### src/rtl/voter_pkg.sv
// Shared types for the ballot session: FSM states and threshold modes.
package voter_pkg;

  typedef enum logic [1:0] {
    IDLE  = 2'd0,
    OPEN  = 2'd1,
    TALLY = 2'd2
  } state_t;

  typedef enum logic [1:0] {
    MODE_SIMPLE = 2'd0,
    MODE_ABS    = 2'd1,
    MODE_UNAN   = 2'd2,
    MODE_2_3    = 2'd3
  } mode_t;

endpackage

### src/rtl/voter_threshold.sv
// Combinational verdict from final yes/no counts under the selected threshold mode.
module voter_threshold
  import voter_pkg::*;
#(
  parameter int unsigned N_VOTERS = 4,
  parameter int unsigned CW       = $clog2(N_VOTERS + 1)
) (
  input  logic [CW-1:0] yes_cnt,
  input  logic [CW-1:0] no_cnt,
  input  mode_t         mode,
  output logic          pass_next
);

  // Two extra bits hold 3*yes_cnt and 2*N_VOTERS without overflow.
  localparam int unsigned WW = CW + 2;

  logic [WW-1:0] yes_w;
  logic [WW-1:0] n_w;

  assign yes_w = WW'(yes_cnt);
  assign n_w   = WW'(N_VOTERS);

  always_comb begin
    pass_next = 1'b0;
    case (mode)
      MODE_SIMPLE: pass_next = (yes_cnt > no_cnt);
      MODE_ABS:    pass_next = ((yes_w << 1) > n_w);
      MODE_UNAN:   pass_next = (yes_w == n_w);
      MODE_2_3:    pass_next = ((yes_w * WW'(3)) >= (n_w << 1));
      default:     pass_next = 1'b0;
    endcase
  end

endmodule

### src/rtl/voter_session.sv
// One ballot session: open on start, collect one vote per voter, close on
// request/all-voted/timeout, then tally and report a verdict.
module voter_session
  import voter_pkg::*;
#(
  parameter  int unsigned N_VOTERS = 4,
  parameter  int unsigned TIMEOUT  = 16,
  localparam int unsigned CW       = $clog2(N_VOTERS + 1)
) (
  input  logic                clk,
  input  logic                rst_n,
  input  logic                start,
  input  logic [1:0]          mode,
  input  logic [N_VOTERS-1:0] vote_en,
  input  logic [N_VOTERS-1:0] vote_val,
  input  logic                close,
  output logic                busy,
  output logic [N_VOTERS-1:0] voted,
  output logic [CW-1:0]       yes_cnt,
  output logic [CW-1:0]       no_cnt,
  output logic                result_valid,
  output logic                pass,
  output logic                timed_out
);

  localparam int unsigned TW = $clog2(TIMEOUT);

  state_t              state;
  mode_t               mode_q;
  logic [TW-1:0]       timer;
  logic [N_VOTERS-1:0] new_votes;
  logic [N_VOTERS-1:0] yes_new;
  logic [N_VOTERS-1:0] no_new;
  logic [CW-1:0]       yes_inc;
  logic [CW-1:0]       no_inc;
  logic                all_voted;
  logic                timer_hit;
  logic                pass_next;

  function automatic logic [CW-1:0] popcnt(input logic [N_VOTERS-1:0] v);
    logic [CW-1:0] c;
    c = '0;
    for (int i = 0; i < N_VOTERS; i++) c = c + CW'(v[i]);
    return c;
  endfunction

  // First vote wins: only voters not yet marked count this cycle.
  always_comb begin
    new_votes = vote_en & ~voted;
    yes_new   = new_votes & vote_val;
    no_new    = new_votes & ~vote_val;
    yes_inc   = popcnt(yes_new);
    no_inc    = popcnt(no_new);
    all_voted = &(voted | new_votes);
    timer_hit = (timer == TW'(TIMEOUT - 1));
  end

  voter_threshold #(
    .N_VOTERS (N_VOTERS),
    .CW       (CW)
  ) u_threshold (
    .yes_cnt   (yes_cnt),
    .no_cnt    (no_cnt),
    .mode      (mode_q),
    .pass_next (pass_next)
  );

  always_ff @(posedge clk or negedge rst_n) begin
    if (!rst_n) begin
      state        <= IDLE;
      mode_q       <= MODE_SIMPLE;
      timer        <= '0;
      busy         <= 1'b0;
      voted        <= '0;
      yes_cnt      <= '0;
      no_cnt       <= '0;
      result_valid <= 1'b0;
      pass         <= 1'b0;
      timed_out    <= 1'b0;
    end else begin
      result_valid <= 1'b0;
      case (state)
        IDLE: begin
          if (start) begin
            state     <= OPEN;
            mode_q    <= mode_t'(mode);
            timer     <= '0;
            busy      <= 1'b1;
            voted     <= '0;
            yes_cnt   <= '0;
            no_cnt    <= '0;
            pass      <= 1'b0;
            timed_out <= 1'b0;
          end
        end
        OPEN: begin
          voted   <= voted | new_votes;
          yes_cnt <= yes_cnt + yes_inc;
          no_cnt  <= no_cnt + no_inc;
          timer   <= timer + TW'(1);
          // Explicit close and all-voted outrank the timeout as exit cause.
          if (close || all_voted || timer_hit) begin
            state     <= TALLY;
            timed_out <= timer_hit && !close && !all_voted;
          end
        end
        TALLY: begin
          state        <= IDLE;
          busy         <= 1'b0;
          pass         <= pass_next;
          result_valid <= 1'b1;
        end
        default: begin
          state <= IDLE;
          busy  <= 1'b0;
        end
      endcase
    end
  end

endmodule

### config.mk
export PLATFORM = sky130hd
export DESIGN_NAME = voter_session
export DESIGN_NICKNAME = d
export VERILOG_FILES = /design/src/rtl/voter_pkg.sv /design/src/rtl/voter_threshold.sv /design/src/rtl/voter_session.sv
export SDC_FILE = /design/constraint.sdc
export NUM_CORES = 1
export LEC_CHECK = 0
export CORE_UTILIZATION = 40
export DETAILED_ROUTE_END_ITERATION = 8
export PLACE_DENSITY = 0.63
export SKIP_CTS_REPAIR_TIMING = 1
export SYNTH_ARGS = -nofsm -noshare
export SYNTH_HDL_FRONTEND = slang
export SYNTH_SLANG_ARGS = --single-unit
### constraint.sdc
create_clock -name clk -period 3.45 [get_ports clk]
set_input_delay 0.345 -clock clk [delete_from_list [all_inputs] [get_ports clk]]
set_output_delay 0.345 -clock clk [all_outputs]
set_load 0.005 [all_outputs]
### After elaboration in Yosys (flattened, before gate mapping)

Cells that the tools add are included.

* mux-type cells: 17
* reduce and logical (&&, ||, !) cells: 17
* bitwise logic cells: 7
* add/sub/neg operators: 9
* eq/ne operators: 9
* magnitude comparators: 3
* multiply operators: 1

Operators by type and width (count)
* case mux 4 bit (2 select lines): 2
* AND 4 bit: 3
* case mux 3 bit (2 select lines): 2
* AND reduction 2 bit: 5
* NOT 4 bit: 2
* adder 2 x 1 -> 3 bit: 2
* adder 3 x 1 -> 3 bit: 2
* adder 3 bit: 2
* equality test 2 bit, second input constant: 3
* case mux 1 bit (2 select lines): 3
* greater-or-equal comparator 5 x 4 -> 1 bit, second input constant: 1
* multiplier 3 x 2 -> 5 bit, second input constant: 1
* adder 1 x 1 -> 2 bit: 2
* adder 4 x 1 -> 4 bit, second input constant: 1
* equality test 2 x 1 -> 1 bit, second input constant: 2
* equality test 4 bit, second input constant: 1
* greater-than comparator 4 x 3 -> 1 bit, second input constant: 1
* logical NOT 2 bit: 2
* two-way mux 1 bit: 4
* two-way mux 2 bit: 2
* two-way mux 4 bit: 1
* inequality test 2 bit, second input constant: 2
* bitwise OR 4 bit: 1
* case mux 1 bit (4 select lines): 1
* other kinds (11): 15

* output and inout port bits: 14
* register bits: 22
* logic and storage cells: 73
* input bits: 14

### Longest topological paths before layout

Gate-level depths: netlist (run 1).

* depth after elaboration: 8
* gate-level depth with buffers: 8
* gate-level depth less buffers: 8

### By module

Synthesis (run 1) repeated with hierarchy kept, for this count alone.

* cell total of the unflattened synthesis: 126
* area total of the unflattened synthesis: 1333.8 um^2

Modules (own cells, without submodules)
* voter_session: sequential area each 550.5 um^2, times used 1, cells each 100, area each 1129.8 um^2
* voter_threshold: sequential area each 0.0 um^2, times used 1, cells each 26, area each 203.9 um^2

### Least setup slack after synthesis (run 1)

OpenSTA, ideal clock, no wires.

* kind: flip-flop to flip-flop
* from: register voted[0]
* to: register no_cnt[2]
* library setup time: 0.121 ns
* path slack: 0.796 ns
* stages on the path, launching flop included: 9
* clock period less this slack: 2.654 ns
* required time: 3.329 ns
* arrival: 2.533 ns
* path buffers: 0
* cells stage by stage: dfrtp_1 -> or3b_2 -> fa_1 -> inv_1 -> fa_1 -> fa_1 -> nand3_1 -> o21ai_0 -> a22o_1

* word-level cells in the longest chain between the ends: 8

Ends and longest elaborated chain
* start, declared: line voter_session.sv:18 `output logic [N_VOTERS-1:0] voted,`
* start signal, assigned: line voter_session.sv:97 `voted <= voted | new_votes;`
* NOT 4 bit: line voter_session.sv:49 `new_votes = vote_en & ~voted;`
* AND 4 bit: line voter_session.sv:49
* AND 4 bit: line voter_session.sv:51 `no_new = new_votes & ~vote_val;`
* adder 1 x 1 -> 2 bit: line voter_session.sv:43 `for (int i = 0; i < N_VOTERS; i++) c = c + CW'(v[i]);`
* adder 2 x 1 -> 3 bit: line voter_session.sv:43
* adder 3 x 1 -> 3 bit: line voter_session.sv:43
* adder 3 bit: line voter_session.sv:99 `no_cnt <= no_cnt + no_inc;`
* case mux 3 bit (2 select lines): line voter_session.sv:82 `case (state)`
* end signal, assigned: line voter_session.sv:99
* end, declared: line voter_session.sv:20 `output logic [CW-1:0] no_cnt,`

No other way between the ends.
A chain may end at the register's enable or synchronous reset.

### Worst setup path after layout (run 1)

* from: input vote_en[0]
* to: register no_cnt[2]

* word-level cells in the longest chain between the ends: 7

Ends and longest elaborated chain
* start, declared: line voter_session.sv:14 `input logic [N_VOTERS-1:0] vote_en,`
* AND 4 bit: line voter_session.sv:49
* AND 4 bit: line voter_session.sv:51
* adder 1 x 1 -> 2 bit: line voter_session.sv:43
* adder 2 x 1 -> 3 bit: line voter_session.sv:43
* adder 3 x 1 -> 3 bit: line voter_session.sv:43
* adder 3 bit: line voter_session.sv:99
* case mux 3 bit (2 select lines): line voter_session.sv:82

No other way between the ends.

==> results.cfg, run 1 <==
[run_status]
status = finished, final reports clean

[cells_and_area]
nNetsFinal = 186
areaGrowthSynthToFinish_pct = 27.4
layout_commonest_cell = clkdlybuf4s50_1
final-instance-count-excl-fill = 202
antenna_cells = 0
final_cell_mix = clkdlybuf4s50_1 (27), dfrtp_1 (22), nor2_1 (13), a21oi_1 (13), inv_1 (11)
drive_gt1_frac = 0.0759
final_cell_area_um2 = 1680
fillers = 312

[power_and_ir_drop]
p_per_area_nw_per_um2 = 771
p_leak_nw = 0.752
ir_drop_mv = 0.335

[die]
initial_utilization = 0.425
core-area_um2 = 3100
fp.dieW_um = 59.4
dieArea_um2 = 3530
fp-row-count = 20
ios = 28
die_h_um = 59.4

[yosys]
mappedNetlistArea_um2 = 1320
ys_ff_latch = 22
seq_area_frac_synth = 0.417
synth_nets = 156
synth_cells = 129
yosysUniqueCellTypes = 32
synth_warnings = 0
syn_area_per_cell_um2 = 10.2

[cts]
cts_max_level = 1
clk_pin_slew_ns = 0.13
cts_buffers = 3
insertion_delay_ns = 0.31
cts_sinks = 22
cts_tree = built
clockBufferDepth = 2
cts-root-buf = clkbuf_4

[worst_setup_path]
path_buf_inv = 2
cp-start-kind = input pin
cp_data_required_time_ns = 3.67
worstPathCellList = clkdlybuf4s50_1 > or3b_2 > fa_1 > inv_1 > fa_1 > fa_1 > nand3_1 > o21ai_0 > a22o_1
end_kind = flip-flop
crit_arrival_ns = 3.05
slowest_delay_ns = 0.52
path_class = input pin to flip-flop
critPathMaxFanout = 4
critPathSlowestCell = clkdlybuf4s50_1
critPathTopFamily = adder cells
cp_common_cell = fa_1

[timing]
fin_skew_ns = 0.0113
hold_ws_ns = 0.527
tns_ns = 0
hold_violations = 0
post-route-period-util = 0.821
timing.final.ws_setup_ns = 0.618
setup_viol = 0
max_freq_mhz = 353
drv_slew = 0
rsz0062_at_grt = no
layout_min_cycle_time_ns = 2.83
worst_pin_slew_ns = 0.996
relSlewSlack = 0.334

[placement]
port_buffers = 27
place.gp.congestion = 0.829
place_inst = 198
preCtsSetupSlack_ns = 0.271
dpl_cell_area_um2 = 1630
dp_hpwl_um = 2130

[grt]
grt_overflow_total = 0
grt_first_pass_wirelength_um = 4600
grt_start_max_net_pins = 23
grt_usage = 0.177
grt_pass1_vias = 1031
antenna_found_initial = 0

[routing]
route.detailed.drc = 0
drt-total-wl_um = 2740
viasPerCell = 5.25
vias = 1061
dr.pass1.iters = 4
wl_per_cell_um = 13.6
postRouteAntennaNets = 0
first_iter_violations = 28

[job]
drv_cap = 0

[hold_path]
min_path_type = flip-flop to flip-flop
Yosys cell counts, drive strengths merged:
cell	n	area (µm²)
nand3	5	25.0
o31ai	1	7.51
mux2i	1	10.0
and3	1	11.3
nand4	1	6.26
ha	6	75.1
nor3b	3	22.5
dfrtp	22	551
o21bai	1	7.51
o21ai	9	45.0
or3b	2	17.5
a21oi	13	65.1
a41o	2	20.0
o21a	1	7.51
mux2	2	22.5
buf	3	23.8
and3b	2	17.5
nand3b	2	15.0
or2	1	6.26
a22o	7	61.3
nor2	13	48.8
a32o	1	10.0
fa	7	140
a2111oi	1	15.0
inv	12	45.0
o22ai	2	12.5
nor3	1	5.00
nand2	7	26.3
area by class of cell:
class / instances / area (µm²) / area share
clock buffers: 3 / 22.5 / 0.0134
clock inverters: 1 / 30.0 / 0.0179
inverters: 12 / 45.0 / 0.0268
multi-input cells: 92 / 701 / 0.417
flip-flops and latches: 22 / 551 / 0.327
well taps: 44 / 55.1 / 0.0327
repair buffers: 28 / 278 / 0.165
power breakdown:
| group | internal [mW] | leakage (nW) | switching [mW] |
|---|---|---|---|
| combinational | 0.321 | 0.438 | 0.270 |
| sequential | 0.356 | 0.286 | 0.151 |
| clock | 0.117 | 0.0279 | 0.0797 |
| total | 0.795 | 0.752 | 0.501 |
cells by family after synthesis:
| group | share of synthesized area |
|---|---|
| AOI/OAI and AO/OA | 0.191 |
| muxes | 0.0246 |
| buffers and inverters | 0.0521 |
| DFF | 0.417 |
| adders and majority gates | 0.163 |
| and+or+nand+nor | 0.153 |
layer usage:
layer / vias up / wire length, µm / GRT usage
li1: 516 / - / -
met1: 521 / 1320 / 0.237
met2: 22 / 1290 / 0.287
met3: 2 / 111 / 0.0240
met4: 0 / 18 / 0.0748
met5: - / 0 / 0
tightest hold or removal path: stages (launching register included):
cell,delay [ns]
dfrtp_1,0.37
a21oi_1,0.04
nor2_1,0.08
state kept, by name, indices dropped and copies added (netlist names):
register	flops
state	2
voted	4
timer	4
yes_cnt	3
result_valid	1
pass	1
busy	1
timed_out	1
mode_q	2
no_cnt	3
metrics by stage:
step           power, mW   util
2_1_floorplan      0.871      -
6_report            1.30  0.542
3_3_place_gp        1.09  0.525
4_1_cts             1.31  0.542
3_5_place_dp        1.11  0.525
5_1_grt             1.42  0.542
final timing paths:
kind                            slack (ns)               endpoint            startpoint  depth (start not counted)
worst max-delay path                  0.62  no_cnt[2]$_DFFE_PN0P_            vote_en[0]                          9
worst min-delay path                  0.53       busy$_DFFE_PN0P_      busy$_DFFE_PN0P_                          2
worst max register to register        0.73  no_cnt[2]$_DFFE_PN0P_  voted[0]$_DFFE_PN0P_                          8
worst min register to register        0.53       busy$_DFFE_PN0P_      busy$_DFFE_PN0P_                          2
max in group asynchronous             2.27   voted[0]$_DFFE_PN0P_                 rst_n                          1
min in group asynchronous             0.57   timer[0]$_DFFE_PN0P_                 rst_n                          1
No activity file was read; power rests on OpenSTA's default activity.
==> inputs of run 2 (changes only) <==
Settings changed: PLACE_DENSITY 0.63 to 0.66.
Clock period 3.45 ns to 2.4 ns, I/O delays scaled along.
==> results.cfg, run 2 (synthesis results as in run 1) <==
[run_status]
status = complete, but fails checks
violations = setup timing

[cells_and_area]
final_cell_area_um2 = 1740
final_cell_mix = clkdlybuf4s50_1 (26), dfrtp_1 (22), nor2_1 (13), a21oi_1 (13), inv_1 (11)
areaGrowthSynthToFinish_pct = 31.8
antenna_cells = 0
reg_top3 = timer x4, voted x4
drive_gt1_frac = 0.145
nNetsFinal = 193
layout_commonest_cell = clkdlybuf4s50_1
fillers = 324

[job]
drv_cap = 0

[placement]
dp_hpwl_um = 2260
port_buffers = 27
place.gp.congestion = 0.741
dpl_cell_area_um2 = 1680

[timing]
rsz0062_at_grt = yes
setup_viol = 1
timing.final.ws_setup_ns = -0.0455
fin_skew_ns = 0.00719
tns_ns = -0.0455
post-route-period-util = 1.02
worst_pin_slew_ns = 0.427
relSlewSlack = 0.715
layout_min_cycle_time_ns = 2.45
drv_slew = 0
hold_violations = 0
max_freq_mhz = 409

[routing]
viasPerCell = 5.34
wl_per_cell_um = 14.0
first_iter_violations = 51
route.detailed.drc = 0
dr.pass1.iters = 4
postRouteAntennaNets = 0
vias = 1117
drt-total-wl_um = 2930

[power_and_ir_drop]
ir_drop_mv = 0.451
p_leak_nw = 0.785
p_per_area_nw_per_um2 = 1070

[cts]
cts_sinks = 22
clockBufferDepth = 2
cts_max_level = 1
cts-root-buf = clkbuf_4
cts_buffers = 3
insertion_delay_ns = 0.31
cts_tree = built
clk_pin_slew_ns = 0.12

[worst_setup_path]
critPathMaxFanout = 3
end_kind = flip-flop
crit_arrival_ns = 2.66
path_class = flip-flop to flip-flop
cp-start-kind = flip-flop
cp_data_required_time_ns = 2.61

[grt]
antenna_found_initial = 0
grt_pass1_vias = 1114
grt_start_max_net_pins = 23
grt_first_pass_wirelength_um = 5050
grt_overflow_total = 0
grt_usage = 0.196

[die]
die_h_um = 59.4
ios = 28
fp.dieW_um = 59.4
dieArea_um2 = 3530
initial_utilization = 0.425
core-area_um2 = 3100
fp-row-count = 20

[hold_path]
min_path_type = input pin to asynchronous set/reset pin
[run 2: cell type report]
type / count / area [µm²] / area share
multi-input combinational: 92 / 721 / 0.414
sequential: 22 / 551 / 0.316
timing repair buffer: 35 / 333 / 0.191
tap: 44 / 55.1 / 0.0316
inverter: 12 / 45.0 / 0.0259
clock buffer: 4 / 36.3 / 0.0208
[run 2: worst paths after layout]
check / startpoint / slack [ns] / to / cells after the start
min reg2reg: busy$_DFFE_PN0P_ / 0.53 / busy$_DFFE_PN0P_ / 2
min in group clk: vote_en[2] / 0.36 / voted[2]$_DFFE_PN0P_ / 4
max in group asynchronous: rst_n / 1.91 / mode_q[0]$_DFFE_PN0P_ / 2
max reg2reg: voted[2]$_DFFE_PN0P_ / -0.05 / no_cnt[2]$_DFFE_PN0P_ / 8
min: rst_n / 0.27 / no_cnt[1]$_DFFE_PN0P_ / 2
max: voted[2]$_DFFE_PN0P_ / -0.05 / no_cnt[2]$_DFFE_PN0P_ / 8
[run 2: critical path: stages, from the launching register on]
cell	delay (ns)
dfrtp_1	0.42
or3b_4	0.39
fa_1	0.51
inv_1	0.05
fa_2	0.33
fa_2	0.35
nand3_2	0.06
o21ai_1	0.06
a22o_1	0.18
[run 2: per-stage QoR]
stage,cells,utilization,hold slack [ns],power (mW),setup slack [ns]
global placement,203,0.541,0.482,1.59,-0.385
CTS,207,0.553,0.275,1.85,-0.112
floorplan,129,-,-0.0556,1.26,-0.0302
global route,209,0.561,0.274,2.03,-0.128
detailed placement,203,0.541,0.510,1.64,-0.445
finish,209,0.561,0.267,1.85,-0.0455
[run 2: report_power, final]
group | internal, mW | switching, mW
sequential | 0.512 | 0.206
clock | 0.0927 | 0.112
combinational | 0.506 | 0.425
[run 2: routing by layer]
metal  track usage  up-vias  share of wire
li1              -      534              -
met5             0        -              0
met3        0.0524        2          0.048
met2         0.331       28           0.49
met1         0.251      553           0.46
met4        0.0408        0         0.0058
